`src/rtl/servo_pwm_driver.sv`:
```
// rtl/servo_pwm_driver.sv - four-channel hobby-servo PWM generator with frame-synchronous target sampling.
// Optional per-frame slew limiter compiled in with `define SERVO_SLEW_EN.
module servo_pwm_driver #(
  parameter int FRAME_CYCLES = 1_000_000,
  parameter int MIN_CYCLES   = 50_000,
  parameter int DEG_CYCLES   = 277,
  parameter int RESET_ANGLE  = 90,
  parameter int SLEW_DEG     = 1
) (
  input  logic       clk,
  input  logic       rst_n,
  input  logic       enable,
  input  logic [7:0] angle1,
  input  logic [7:0] angle2,
  input  logic [7:0] angle3,
  input  logic [7:0] angle4,
  output logic       pwm1,
  output logic       pwm2,
  output logic       pwm3,
  output logic       pwm4,
  output logic       frame_tick,
  output logic       busy
);

  localparam int W = $clog2(FRAME_CYCLES);
  localparam logic [W-1:0] LAST_CNT = W'(FRAME_CYCLES - 1);
  localparam logic [W-1:0] UPD_CNT  = W'(FRAME_CYCLES - 2);
  localparam logic [7:0]   MAX_DEG  = 8'd180;
  localparam logic [7:0]   SLEW     = 8'(SLEW_DEG);
`ifdef SERVO_SLEW_EN
  localparam bit SLEW_ON = 1'b1;
`else
  localparam bit SLEW_ON = 1'b0;
`endif

  logic [W-1:0] fcnt;
  logic [W-1:0] th    [4];
  logic [7:0]   ang   [4];
  logic [7:0]   tgt   [4];
  logic [7:0]   cur   [4];
  logic [7:0]   tgt_n [4];
  logic [7:0]   cur_n [4];
  logic [3:0]   pwm_q;
  logic         upd;
  logic         wrap;
  logic         busy_n;

  function automatic logic [7:0] clamp(input logic [7:0] a);
    return (a > MAX_DEG) ? MAX_DEG : a;
  endfunction

  // Without the limiter the current angle jumps straight to the target.
  function automatic logic [7:0] step(input logic [7:0] c, input logic [7:0] t);
    logic [7:0] r;
    r = t;
    if (SLEW_ON) begin
      if (c < t)
        r = ((t - c) > SLEW) ? c + SLEW : t;
      else if (c > t)
        r = ((c - t) > SLEW) ? c - SLEW : t;
    end
    return r;
  endfunction

  assign upd  = (fcnt == UPD_CNT);
  assign wrap = (fcnt == LAST_CNT);

  always_comb begin
    ang[0] = angle1;
    ang[1] = angle2;
    ang[2] = angle3;
    ang[3] = angle4;
  end

  always_comb begin
    busy_n = 1'b0;
    for (int i = 0; i < 4; i++) begin
      tgt_n[i] = upd ? clamp(ang[i]) : tgt[i];
      cur_n[i] = upd ? step(cur[i], tgt_n[i]) : cur[i];
      busy_n   = busy_n | (cur_n[i] != tgt_n[i]);
    end
  end

  always_ff @(posedge clk or negedge rst_n) begin
    if (!rst_n) begin
      fcnt       <= '0;
      pwm_q      <= '0;
      frame_tick <= 1'b0;
      busy       <= 1'b0;
      for (int i = 0; i < 4; i++) begin
        th[i]  <= '0;
        tgt[i] <= 8'(RESET_ANGLE);
        cur[i] <= 8'(RESET_ANGLE);
      end
    end else begin
      fcnt       <= wrap ? '0 : fcnt + 1'b1;
      frame_tick <= wrap;
      busy       <= busy_n;
      for (int i = 0; i < 4; i++) begin
        tgt[i]   <= tgt_n[i];
        cur[i]   <= cur_n[i];
        pwm_q[i] <= enable && (fcnt < th[i]);
        // Thresholds only change at the wrap so a running pulse is never glitched.
        if (wrap)
          th[i] <= W'(MIN_CYCLES) + W'(cur[i]) * W'(DEG_CYCLES);
      end
    end
  end

  assign pwm1 = pwm_q[0];
  assign pwm2 = pwm_q[1];
  assign pwm3 = pwm_q[2];
  assign pwm4 = pwm_q[3];

endmodule

```
`config.mk`:
```
export PLATFORM = sky130hd
export DESIGN_NAME = servo_pwm_driver
export DESIGN_NICKNAME = d
export VERILOG_FILES = /design/src/rtl/servo_pwm_driver.sv
export SDC_FILE = /design/constraint.sdc
export NUM_CORES = 1
export LEC_CHECK = 0
export CORE_MARGIN = 2
export CORE_UTILIZATION = 45
export CTS_BUF_LIST = sky130_fd_sc_hd__clkbuf_2 sky130_fd_sc_hd__clkbuf_4 sky130_fd_sc_hd__clkbuf_8
export CTS_CLUSTER_DIAMETER = 30
export DETAILED_ROUTE_END_ITERATION = 8
export PLACE_DENSITY = 0.61
export SKIP_LAST_GASP = 1
export SYNTH_ARGS = -nofsm -noshare
export SYNTH_HDL_FRONTEND = slang
export SYNTH_SLANG_ARGS = --single-unit
```
`constraint.sdc`:
```
create_clock -name clk -period 5.3 [get_ports clk]
set_clock_uncertainty 0.15 [all_clocks]
set_input_delay 0.795 -clock clk [delete_from_list [all_inputs] [get_ports clk]]
set_output_delay 0.795 -clock clk [all_outputs]
set_load 0.05 [all_outputs]
```
# After elaboration in Yosys (flattened, before gate mapping)
# Cells that the tools add are included.
# totals
ff_bits	170
in_bits	35
out_inout_bits	6
word_cells	59
# classes
n_addsub	5
n_mul	4
n_lt_le_gt_ge	8
eq_ne	6
mux	13
bitwise	3
n_reduce_logical	4
# ops
operator	count
two-way mux 8 bit	12
< comparator 20 bit	4
adder 16 x 17 -> 18 bit (first input constant)	4
multiplier 8 x 9 -> 17 bit (second input constant)	4
== test 20 bit (second input constant)	2
greater-than comparator 8 bit (second input constant)	4
inequality test 8 bit	4
adder 20 x 1 -> 20 bit (second input constant)	1
two-way mux 20 bit	1
logical AND 1 bit	4
bitwise OR 1 bit	3

# Longest topological paths before layout
# Gate-level depths: netlist (run 1).
# depth
depth_word	8
ltp_mapped	13

# Least setup slack after synthesis (run 1)
# No wires, ideal clock.
# synth_timing
kind	reg2reg
start	reg cur[22] (netlist bit)
end	reg th[57] (netlist bit)
setup_ns	0.087
arrival_time_ns	3.538
setup_slack_ns	1.525
path_stages_with_launch	12
path_buffers	0
period_less_slack_ns	3.775
path_cell_list	dfstp_2 > inv_1 > ha_1 > fa_1 > fa_1 > ha_1 > o21ai_0 > o21ai_0 > a21o_1 > a2111oi_0 > o2111ai_1 > o211ai_1
# synth_between
elab_chain_cells	2
# synth_rtl
item	line	source
from (decl)	40	logic [7:0] cur [4];
from (signal, indexed assignment)	93	cur[i] <= 8'(RESET_ANGLE);
from (signal, indexed assignment)	101	cur[i] <= cur_n[i];
multiplier 8 x 9 -> 17 bit	105	th[i] <= W'(MIN_CYCLES) + W'(cur[i]) * W'(DEG_CYCLES);
adder 16 x 17 -> 18 bit	105	
to (signal, indexed assignment)	105	
to (decl)	37	logic [W-1:0] th [4];
# No other way between the ends.
# A chain may end at the register's enable or synchronous reset.

# Worst setup path in the final report (run 1)
# Same ends and word-level chain as after synthesis.

==> results of run 1 <==
==> critical path: cells and delay by family (launching register included) <==
family | cells | cell delay [ps]
adders and majority gates | 4 | 1690
AOI/OAI and AO/OA | 6 | 1430
DFF | 1 | 600
buffers and inverters | 1 | 180
==> where the power goes <==
group | leakage [nW] | switching, mW | internal [mW]
sequential | 2.02 | 0.00644 | 1.24
clock | 0.176 | 0.518 | 0.364
combinational | 4.21 | 0.160 | 0.120
==> cell usage in the layout, fill, tap and decap left out, drive strengths merged, types with 5 or more instances in the layout <==
cell	synthesis	layout
a21o	32	32
and3	5	5
a211oi	14	14
o22a	8	8
nand2b	9	9
nor2b	8	8
nor2	49	49
clkdlybuf4s50	0	39
or3	5	5
nand3	13	13
buf	11	7
o211ai	8	8
nand4	11	11
nor3	7	7
inv	145	150
a22o	6	6
dfrtp	130	130
nor4	8	8
clkinvlp	0	5
nand4b	5	5
o21bai	17	17
xor2	48	48
and4	5	5
ha	214	214
a21oi	64	64
dfstp	32	32
o221ai	8	8
clkbuf	15	20
nand2	154	154
o21ai	115	115
o21a	15	15
o22ai	9	9
a41oi	6	6
fa	40	40
a21boi	6	6
xnor2	29	29
==> worst max-delay path by stage <==
stage / startpoint / to / slack, ps
CTS: cur[22]$_DFF_PN1_ / th[57]$_DFFE_PN0P_ / 1160
global route: cur[30]$_DFF_PN1_ / th[77]$_DFFE_PN0P_ / 990
finish: cur[22]$_DFF_PN1_ / th[57]$_DFFE_PN0P_ / 1160
global placement: cur[22]$_DFF_PN1_ / th[57]$_DFFE_PN0P_ / 1300
detailed placement: cur[22]$_DFF_PN1_ / th[57]$_DFFE_PN0P_ / 1220
floorplan: cur[22]$_DFF_PN1_ / th[57]$_DFFE_PN0P_ / 1530
==> layout make-up <==
cell class                 count  area, um^2  share of cell area
multi-input combinational    948        7560               0.561
sequential                   162        4090               0.304
inverter                     145         544              0.0404
timing repair buffer          46         472              0.0350
tap                          341         427              0.0317
clock buffer                  20         269              0.0200
clock inverter                12         100             0.00743
==> layer usage <==
layer / vias to the layer above / track usage / wire, um / part of all wire
met2: 146 / 0.307 / 11800 / 0.42
met4: 0 / 0.0528 / 398 / 0.014
met1: 4246 / 0.314 / 14900 / 0.53
met5: - / 0 / 0 / 0
li1: 4545 / - / - / -
met3: 25 / 0.0250 / 887 / 0.032
==> through the flow <==
stage                     instance area (um^2)  total power, mW  hold WS, ps  cells
after floorplan                          12300             1.44          296   1281
after global placement                   13100             1.55          307   1642
after detailed placement                 13100             1.55          308   1642
after CTS                                13500             2.44          322   1674
after global routing                     13500             2.53          299   1674
final                                    13500             2.41          242   1674
==> synthesized netlist by cell type, types with 6 or more instances <==
master / instances
a211oi_1: 14
a21boi_0: 6
a21o_1: 32
a21oi_1: 64
a22o_1: 6
buf_2: 8
clkbuf_1: 15
dfrtp_1: 130
dfstp_2: 32
fa_1: 40
ha_1: 214
inv_1: 144
nand2_1: 154
nand2b_1: 9
nand3_1: 13
nand4_1: 11
nor2_1: 48
nor2b_1: 8
nor3_1: 7
nor4_1: 7
o211ai_1: 8
o21a_1: 15
o21ai_0: 113
o21bai_1: 17
o221ai_1: 8
o22a_1: 8
o22ai_1: 9
xnor2_1: 29
xor2_1: 48
==> kinds of logic (layout without fill, tap and decap cells) <==
family	after synthesis	in the layout	synth area share
compound gates	327	327	0.167
xor+xnor	77	77	0.0548
fa+ha+maj	254	254	0.282
buf+inv	171	223	0.0539
flops	162	162	0.332
mux	1	1	0.000813
simple gates	289	289	0.108
==> state kept, by name, summed over array words and instances, names as in the netlist <==
signal	cells
busy	1
cur	32
fcnt	20
frame_tick	1
pwm_q	4
tgt	32
th	72
==> reports/results.ini, run 1 <==
[synth]
synth_edf_count = 0
synth_area_per_cell_um2 = 9.61
ys_top_cells_by_area = dfrtp_1 (26%), ha_1 (22%), dfstp_2 (6.8%)
synth-seq-area-share = 0.332
synthArstFlopShare = 1.00
syn_nets = 1570
ys_ff_latch = 162
ys_types = 59
netlist_instances = 1281
synth_flop_cell = dfrtp_1
yosys.area.top_type = dfrtp_1
synth_warnings = 0
synth_top_area_frac = 0.264
syn-cell-area_mm2 = 0.0123

[worst_setup_path]
cp-end-kind = register
cp-start-kind = register
cp.required_ps = 5520
r2r-start = cur[22]$_DFF_PN1_
slowest_delay_ps = 600
cp_max_fo = 7
r2r-end = th[57]$_DFFE_PN0P_
worst-setup-path-type = reg2reg
cp_slowest_cell = dfstp_2
regToRegSetupSlack_ps = 1160
crit_arrival_ps = 4360
crit_chain = inv_1 -> ha_1 -> fa_1 -> fa_1 -> ha_1 -> o21ai_0 -> o21ai_0 -> a21o_1 -> a2111oi_0 -> o2111ai_1 -> o211ai_1
ff2ff_path_depth = 11

[clock_network]
root_buffer = clkbuf_8
tritoncts = done
numCtsBuffers = 17
cts_num_sinks = 162
clkLatencyLatePin_ps = 470
postCtsSetupBuffers = 0
htreeDepth = 4
clkTransAtPathRegs_ps = 100
postCtsHoldBufs = 0
clockBufferDepth = 2
cts-resized-gates = 0

[timing]
setup_viol = 0
drv_slew = 0
fin_ws_ps = 1160
rsz0062_at_grt = no
layout_min_cycle_time_ps = 4140
worst_pin_slew_ps = 942
max_freq_mhz = 242
finalHoldViolCount = 0
slew_headroom = 0.372
finalCritPeriodShare = 0.781
fin_tns_setup_ps = 0

[place]
gp_congestion = 0.856
numPortBuffers = 40
dp_slack_ps = 1220
hpwl_um = 21700

[route]
routed_wl_um = 28000
wl_per_cell_um = 16.7
detail_route.vias_per_cell = 5.35
vias = 8962
dr.pass1.iters = 5
postRouteAntennaNets = 0
drtIter0Drc = 433
drc = 0

[grt]
grt_pass1_wl_um = 46600
overflow = 0
antenna_found_initial = 0
grt_use_total = 0.205
first_global_vias = 8909
grt_max_degree = 163

[worst_hold_path]
hp-class = in2async

[floorplanning]
rows = 60
fp.dieW_um = 169
ioPinCount = 41
coreArea_mm2 = 0.0269
dieArea_mm2 = 0.0287
initial_utilization = 0.458
die_h_um = 169

[cells_and_area]
area_growth_pct = 9.35
drive_above_1_share = 0.0593
fin_nets = 1609
insertedDiodeCount = 0
nFillCells = 2507
post-route-util = 0.501

[status]
run_status = finished, final reports clean

[pwr]
powerDensity_mw_per_mm2 = 179
p_leak_nw = 6.40
ir_worst_vdd_mv = 0.127

[flow_run]
maxCapViolCount = 0

Note: power is estimated with default switching activity, not from simulation.
==> inputs of run 2 (changes only) <==
--- a/config.mk
+++ b/config.mk
@@ -10,7 +10,7 @@
 export CTS_BUF_LIST = sky130_fd_sc_hd__clkbuf_2 sky130_fd_sc_hd__clkbuf_4 sky130_fd_sc_hd__clkbuf_8
 export CTS_CLUSTER_DIAMETER = 30
 export DETAILED_ROUTE_END_ITERATION = 8
-export PLACE_DENSITY = 0.61
+export PLACE_DENSITY = 0.63
 export SKIP_LAST_GASP = 1
 export SYNTH_ARGS = -nofsm -noshare
 export SYNTH_HDL_FRONTEND = slang
==> constraint.sdc (replaced) <==
create_clock -name clk -period 3.41 [get_ports clk]
set_clock_uncertainty 0.15 [all_clocks]
set_input_delay 0.5115 -clock clk [delete_from_list [all_inputs] [get_ports clk]]
set_output_delay 0.5115 -clock clk [all_outputs]
set_load 0.05 [all_outputs]
==> reports/results.ini, run 2 (synthesis results as in run 1) <==
[worst_setup_path]
worst-setup-path-type = reg2reg  ; unchanged
crit_arrival_ps = 3650  ; was 4360 ps
cp.required_ps = 3590  ; was 5520 ps
cp_max_fo = 3  ; was 7
cp-end-kind = register  ; unchanged
cp-start-kind = register  ; unchanged

[timing]
setup_viol = 4  ; was 0
finalHoldViolCount = 0  ; unchanged
worst_pin_slew_ps = 683  ; was 942 ps
drv_slew = 0  ; unchanged
slew_headroom = 0.545  ; was 0.372
fin_ws_ps = -51.9  ; was 1160 ps
holdWs_ps = 320  ; was 242 ps
layout_min_cycle_time_ps = 3460  ; was 4140 ps
max_freq_mhz = 289  ; was 242 MHz
finalCritPeriodShare = 1.02  ; was 0.781
fin_tns_setup_ps = -74.5  ; was 0 ps
rsz0062_at_grt = yes  ; was no

[status]
run_status = complete, but fails checks  ; was finished, final reports clean
violations = setup timing

[grt]
grt_pass1_wl_um = 49500  ; was 46600 um
grt_use_total = 0.217  ; was 0.205
overflow = 0  ; unchanged
antenna_found_initial = 0  ; unchanged
grt_max_degree = 74  ; was 163
first_global_vias = 9558  ; was 8909

[cells_and_area]
largest-register = th  ; unchanged
largest_reg_flops = 72  ; unchanged
post-route-util = 0.584  ; was 0.501
layout_commonest_cell = ha_1  ; unchanged
area_growth_pct = 27.4  ; was 9.35%
largestRegisters = th x72, cur x32, tgt x32  ; unchanged
fin_nets = 1760  ; was 1609
drive_above_1_share = 0.245  ; was 0.0593
insertedDiodeCount = 0  ; unchanged
layout.cells.most_common_list = ha_1 (170), nand2_1 (151), buf_4 (149)  ; was ha_1 (214), nand2_1 (153), inv_1 (144)
final_cells = 1825  ; was 1674

[clock_network]
root_buffer = clkbuf_8  ; unchanged
clockBufferDepth = 2  ; unchanged
htreeDepth = 4  ; unchanged
cts_num_sinks = 162  ; unchanged
tritoncts = done  ; unchanged
clkLatencyLatePin_ps = 460  ; was 470 ps
numCtsBuffers = 17  ; unchanged
clkTransAtPathRegs_ps = 100  ; about the same

[route]
route.met3.wl_um = 832  ; was 887 um
vias = 9782  ; was 8962
detail_route.vias_per_cell = 5.36  ; was 5.35
routed_wl_um = 31300  ; was 28000 um
top_layer = met4  ; unchanged
drc = 0  ; unchanged
wl_met2_um = 14300  ; was 11800 um
wl_per_cell_um = 17.2  ; was 16.7 um
postRouteAntennaNets = 0  ; unchanged
wl_met1_um = 15800  ; was 14900 um
drtIter0Drc = 455  ; was 433
dr.pass1.iters = 4  ; was 5

[floorplanning]
rows = 60  ; unchanged
coreArea_mm2 = 0.0269  ; unchanged
dieArea_mm2 = 0.0287  ; unchanged
ioPinCount = 41  ; unchanged
initial_utilization = 0.458  ; unchanged
fp.dieW_um = 169  ; unchanged
die_h_um = 169  ; unchanged

[place]
dp_slack_ps = -121  ; was 1220 ps
numPortBuffers = 40  ; unchanged
gp_congestion = 0.856  ; about the same
place_inst = 1779  ; was 1642
hpwl_um = 23900  ; was 21700 um

[worst_hold_path]
hp-class = reg2reg  ; was in2async

[pwr]
ir_worst_vdd_mv = 0.256  ; was 0.127 mV
powerDensity_mw_per_mm2 = 267  ; was 179 mW/mm^2
p_leak_nw = 7.25  ; was 6.40 nW

[flow_run]
maxCapViolCount = 0  ; unchanged

-- run 2: changes by cell type in the layout (fill, tap and decap cells not counted), moves of 11 or more --
cell / change
o21ai_1: +11
a21oi_2: +11
ha_1: -44
ha_4: +40
buf_4: +145
a21oi_1: -12
inv_1: -11
o21ai_0: -24
-- run 2: worst paths after layout --
path / from / to / slack, ps / cells past startpoint
setup / recovery: cur[15]$_DFF_PN0_ / th[35]$_DFFE_PN0P_ / -50 / 11
max in group asynchronous: rst_n / cur[17]$_DFF_PN1_ / 1830 / 3
setup reg to reg: cur[15]$_DFF_PN0_ / th[35]$_DFFE_PN0P_ / -50 / 11
hold reg to reg: tgt[30]$_DFF_PN1_ / tgt[30]$_DFF_PN1_ / 320 / 2
min in group asynchronous: rst_n / pwm_q[0]$_DFF_PN0_ / 450 / 2
hold / removal: tgt[30]$_DFF_PN1_ / tgt[30]$_DFF_PN1_ / 320 / 2
-- run 2: through the flow --
stage                     area, um^2  power, mW
after global placement         14300       2.48
after CTS                      15000       4.15
after detailed placement       14300       2.48
after global routing           15700       4.36
after floorplan                12500       2.26
final                          15700       4.19
-- run 2: final cells by class --
| class | instances | area (um^2) |
|---|---|---|
| Fill cell | 2294 | 11200 |
| Clock inverter | 11 | 176 |
| Tap cell | 341 | 427 |
| Sequential cell | 162 | 4100 |
| Inverter | 145 | 554 |
| Clock buffer | 21 | 270 |
| Timing Repair Buffer | 197 | 1630 |
| Multi-Input combinational cell | 948 | 8530 |
-- run 2: critical path, stage by stage, from the launching register on --
cell      delay, ps
dfrtp_1         420
ha_2            210
fa_1            570
fa_2            470
ha_4            280
ha_4            190
o21a_1          210
and4_4          210
a211oi_4        280
o21ai_2         100
xor2_1          170
o21ai_1          70
-- run 2: timing repair --
item | 4_1_cts | 5_1_grt
hold endpoints to repair | 57 | 0
pin swaps | 47 | 79
gates cloned | 0 | 0
setup endpoints to repair | 28 | 37
gates resized for setup | 47 | 104
hold buffers | 1 | 0
setup buffers | 4 | 9
-- run 2: where the power goes --
| group | internal [mW] | switching (mW) |
|---|---|---|
| registers | 1.93 | 0.00714 |
| logic | 0.312 | 0.319 |
| clock network | 0.851 | 0.770 |
-- run 2: metal layers --
layer / up-vias / global-route usage
met5: - / 0
met4: 0 / 0.0505
met3: 25 / 0.0212
met2: 159 / 0.342
met1: 4748 / 0.323
li1: 4850 / -
==> inputs of run 3 (changes only) <==
--- a/config.mk
+++ b/config.mk
@@ -5,6 +5,7 @@
 export SDC_FILE = /design/constraint.sdc
 export NUM_CORES = 1
 export LEC_CHECK = 0
+export CORE_ASPECT_RATIO = 1.75
 export CORE_MARGIN = 2
 export CORE_UTILIZATION = 45
 export CTS_BUF_LIST = sky130_fd_sc_hd__clkbuf_2 sky130_fd_sc_hd__clkbuf_4 sky130_fd_sc_hd__clkbuf_8
==> reports/results.ini, run 3 (synthesis results as in run 1) <==
[status]
run_status = complete, but fails checks  ; unchanged
violations = setup timing  ; unchanged

[grt]
antenna_found_initial = 0  ; unchanged
first_global_vias = 10100  ; was 9558
grt_use_met2 = 0.403  ; was 0.342
grt_max_degree = 66  ; was 74
grt-busiest-layer = met2  ; unchanged
use_met3 = 0.0308  ; was 0.0212
grt_use_met1 = 0.263  ; was 0.323
grt_pass1_wl_um = 50600  ; was 49500 um
grt_use_total = 0.227  ; was 0.217
overflow = 0  ; unchanged

[place]
dp_slack_ps = -133  ; was -121 ps
gp_congestion = 0.847  ; was 0.856
hpwl_um = 24300  ; was 23900 um
numPortBuffers = 40  ; unchanged

[clock_network]
tritoncts = done  ; unchanged
clkLatencyLatePin_ps = 500  ; was 460 ps
clockBufferDepth = 2  ; unchanged
root_buffer = clkbuf_8  ; unchanged
numCtsBuffers = 17  ; unchanged
htreeDepth = 4  ; unchanged
cts_num_sinks = 162  ; unchanged
clkTransAtPathRegs_ps = 90  ; was 100 ps

[timing]
rsz0062_at_grt = yes  ; unchanged
max_freq_mhz = 292  ; was 289 MHz
finalCritPeriodShare = 1.00  ; was 1.02
finalHoldViolCount = 0  ; unchanged
fin_ws_ps = -11.8  ; was -51.9 ps
worst_pin_slew_ps = 636  ; was 683 ps
fin_tns_setup_ps = -23.5  ; was -74.5 ps
layout_min_cycle_time_ps = 3420  ; was 3460 ps
drv_slew = 0  ; unchanged
setup_viol = 2  ; was 4
slew_headroom = 0.565  ; was 0.545

[cells_and_area]
drive_above_1_share = 0.240  ; was 0.245
fin_nets = 1764  ; was 1760
layout_commonest_cell = ha_1  ; unchanged
layout.cells.most_common_list = ha_1 (167), nand2_1 (153), buf_4 (152)  ; was ha_1 (170), nand2_1 (151), buf_4 (149)
area_growth_pct = 27.1  ; was 27.4%
largest-register = th  ; unchanged
largestRegisters = th x72, cur x32, tgt x32  ; unchanged
largest_reg_flops = 72  ; unchanged

[route]
routed_wl_um = 31500  ; was 31300 um
dr.pass1.iters = 4  ; unchanged
wl_per_cell_um = 17.0  ; was 17.2 um
drc = 0  ; unchanged
drtIter0Drc = 386  ; was 455
detail_route.vias_per_cell = 5.25  ; was 5.36
postRouteAntennaNets = 0  ; unchanged
vias = 9754  ; was 9782

[pwr]
p_total_mw = 3.97  ; was 4.19 mW
powerDensity_mw_per_mm2 = 253  ; was 267 mW/mm^2
ir_worst_vdd_mv = 0.313  ; was 0.256 mV
p_leak_nw = 7.20  ; was 7.25 nW

[floorplanning]
ioPinCount = 41  ; unchanged
rows = 80  ; was 60
coreArea_mm2 = 0.0271  ; was 0.0269 mm^2
initial_utilization = 0.454  ; was 0.458
die_h_um = 223  ; was 169 um
dieArea_mm2 = 0.0288  ; was 0.0287 mm^2
fp.dieW_um = 129  ; was 169 um

[worst_setup_path]
cp-start-kind = register  ; unchanged
worst-setup-path-type = reg2reg  ; unchanged
crit_arrival_ps = 3690  ; was 3650 ps
r2r-end = th[57]$_DFFE_PN0P_  ; was th[35]$_DFFE_PN0P_
ff2ff_path_depth = 11  ; unchanged
cp_max_fo = 4  ; was 3
regToRegSetupSlack_ps = -10  ; was -50 ps
cp-end-kind = register  ; unchanged
r2r-start = cur[22]$_DFF_PN1_  ; was cur[15]$_DFF_PN0_
cp.required_ps = 3680  ; was 3590 ps

[worst_hold_path]
hp-class = reg2reg  ; unchanged
holdPathStages = 2  ; unchanged
hp-start = tgt[3]$_DFF_PN1_  ; was tgt[30]$_DFF_PN1_
holdPathEnd = tgt[3]$_DFF_PN1_  ; was tgt[30]$_DFF_PN1_

[flow_run]
maxCapViolCount = 0  ; unchanged

run 3: cell count changes in the layout (fill, tap and decap cells not counted), moves of 3 or more:
cell,delta
clkinvlp_4,+3
buf_4,+3
ha_4,+3
bufinv_16,-3
o21ai_0,-8
ha_1,-3
o21ai_1,+10
a21oi_2,-3
inv_2,+3
a21oi_1,+3
run 3: what timing repair did:
item	4_1_cts	5_1_grt
setup buffers	14	12
hold endpoints to repair	29	0
setup endpoints to repair	22	35
gates resized for setup	48	98
pin swaps	50	66
hold buffers	1	0
run 3: final cells by class:
type                       instances  area [um^2]
timing repair buffer             201         1660
clock buffer                      22          284
fill                            2357        11500
multi-input combinational        948         8490
inverter                         145          552
sequential                       162         4100
clock inverter                    10          103
antenna                            1         2.50
tap                              369          462
run 3: critical path, cell delays in order, from the launching register on:
cell and delay (ps):
dfstp_2 560, inv_4 60, ha_4 210, fa_1 580, fa_1 470, ha_4 210
a211oi_4 200, o21ai_2 110, a21o_1 230, a2111oi_4 290, o2111ai_1 140, o211ai_1 130
run 3: metal layers:
layer	wire length, um	vias to the layer above
met5	0	-
met4	1460	0
met3	641	68
met2	16400	143
met1	12900	4691
li1	-	4852
run 3: worst max path at each step:
| stage | startpoint | end | slack (ps) | depth (start not counted) |
|---|---|---|---|---|
| 2_1_floorplan | cur[22]$_DFF_PN1_ | th[57]$_DFFE_PN0P_ | -10 | 11 |
| 3_3_place_gp | cur[6]$_DFF_PN1_ | th[16]$_DFFE_PN0P_ | -50 | 11 |
| 3_5_place_dp | cur[6]$_DFF_PN1_ | th[16]$_DFFE_PN0P_ | -130 | 11 |
| 4_1_cts | cur[29]$_DFF_PN0_ | th[75]$_DFFE_PN0P_ | -70 | 13 |
| 5_1_grt | cur[13]$_DFF_PN0_ | th[37]$_DFFE_PN0P_ | -150 | 12 |
| 6_report | cur[22]$_DFF_PN1_ | th[57]$_DFFE_PN0P_ | -10 | 11 |
run 3: through the flow:
| stage | hold slack [ps] | instance area (um^2) | cells | util |
|---|---|---|---|---|
| final | 319 | 15700 | 1858 | 0.577 |
| after floorplan | 65.9 | 12500 | 1281 | - |
| after CTS | 321 | 15000 | 1845 | 0.554 |
| after detailed placement | 306 | 14300 | 1798 | 0.526 |
| after global routing | 333 | 15600 | 1857 | 0.577 |
| after global placement | 304 | 14300 | 1798 | 0.526 |
run 3: power breakdown:
part,internal [mW],leakage (nW),switching [mW]
sequential,1.93,2.02,0.00733
clock,0.646,0.188,0.773
combinational,0.305,4.99,0.303
total,2.88,7.20,1.08
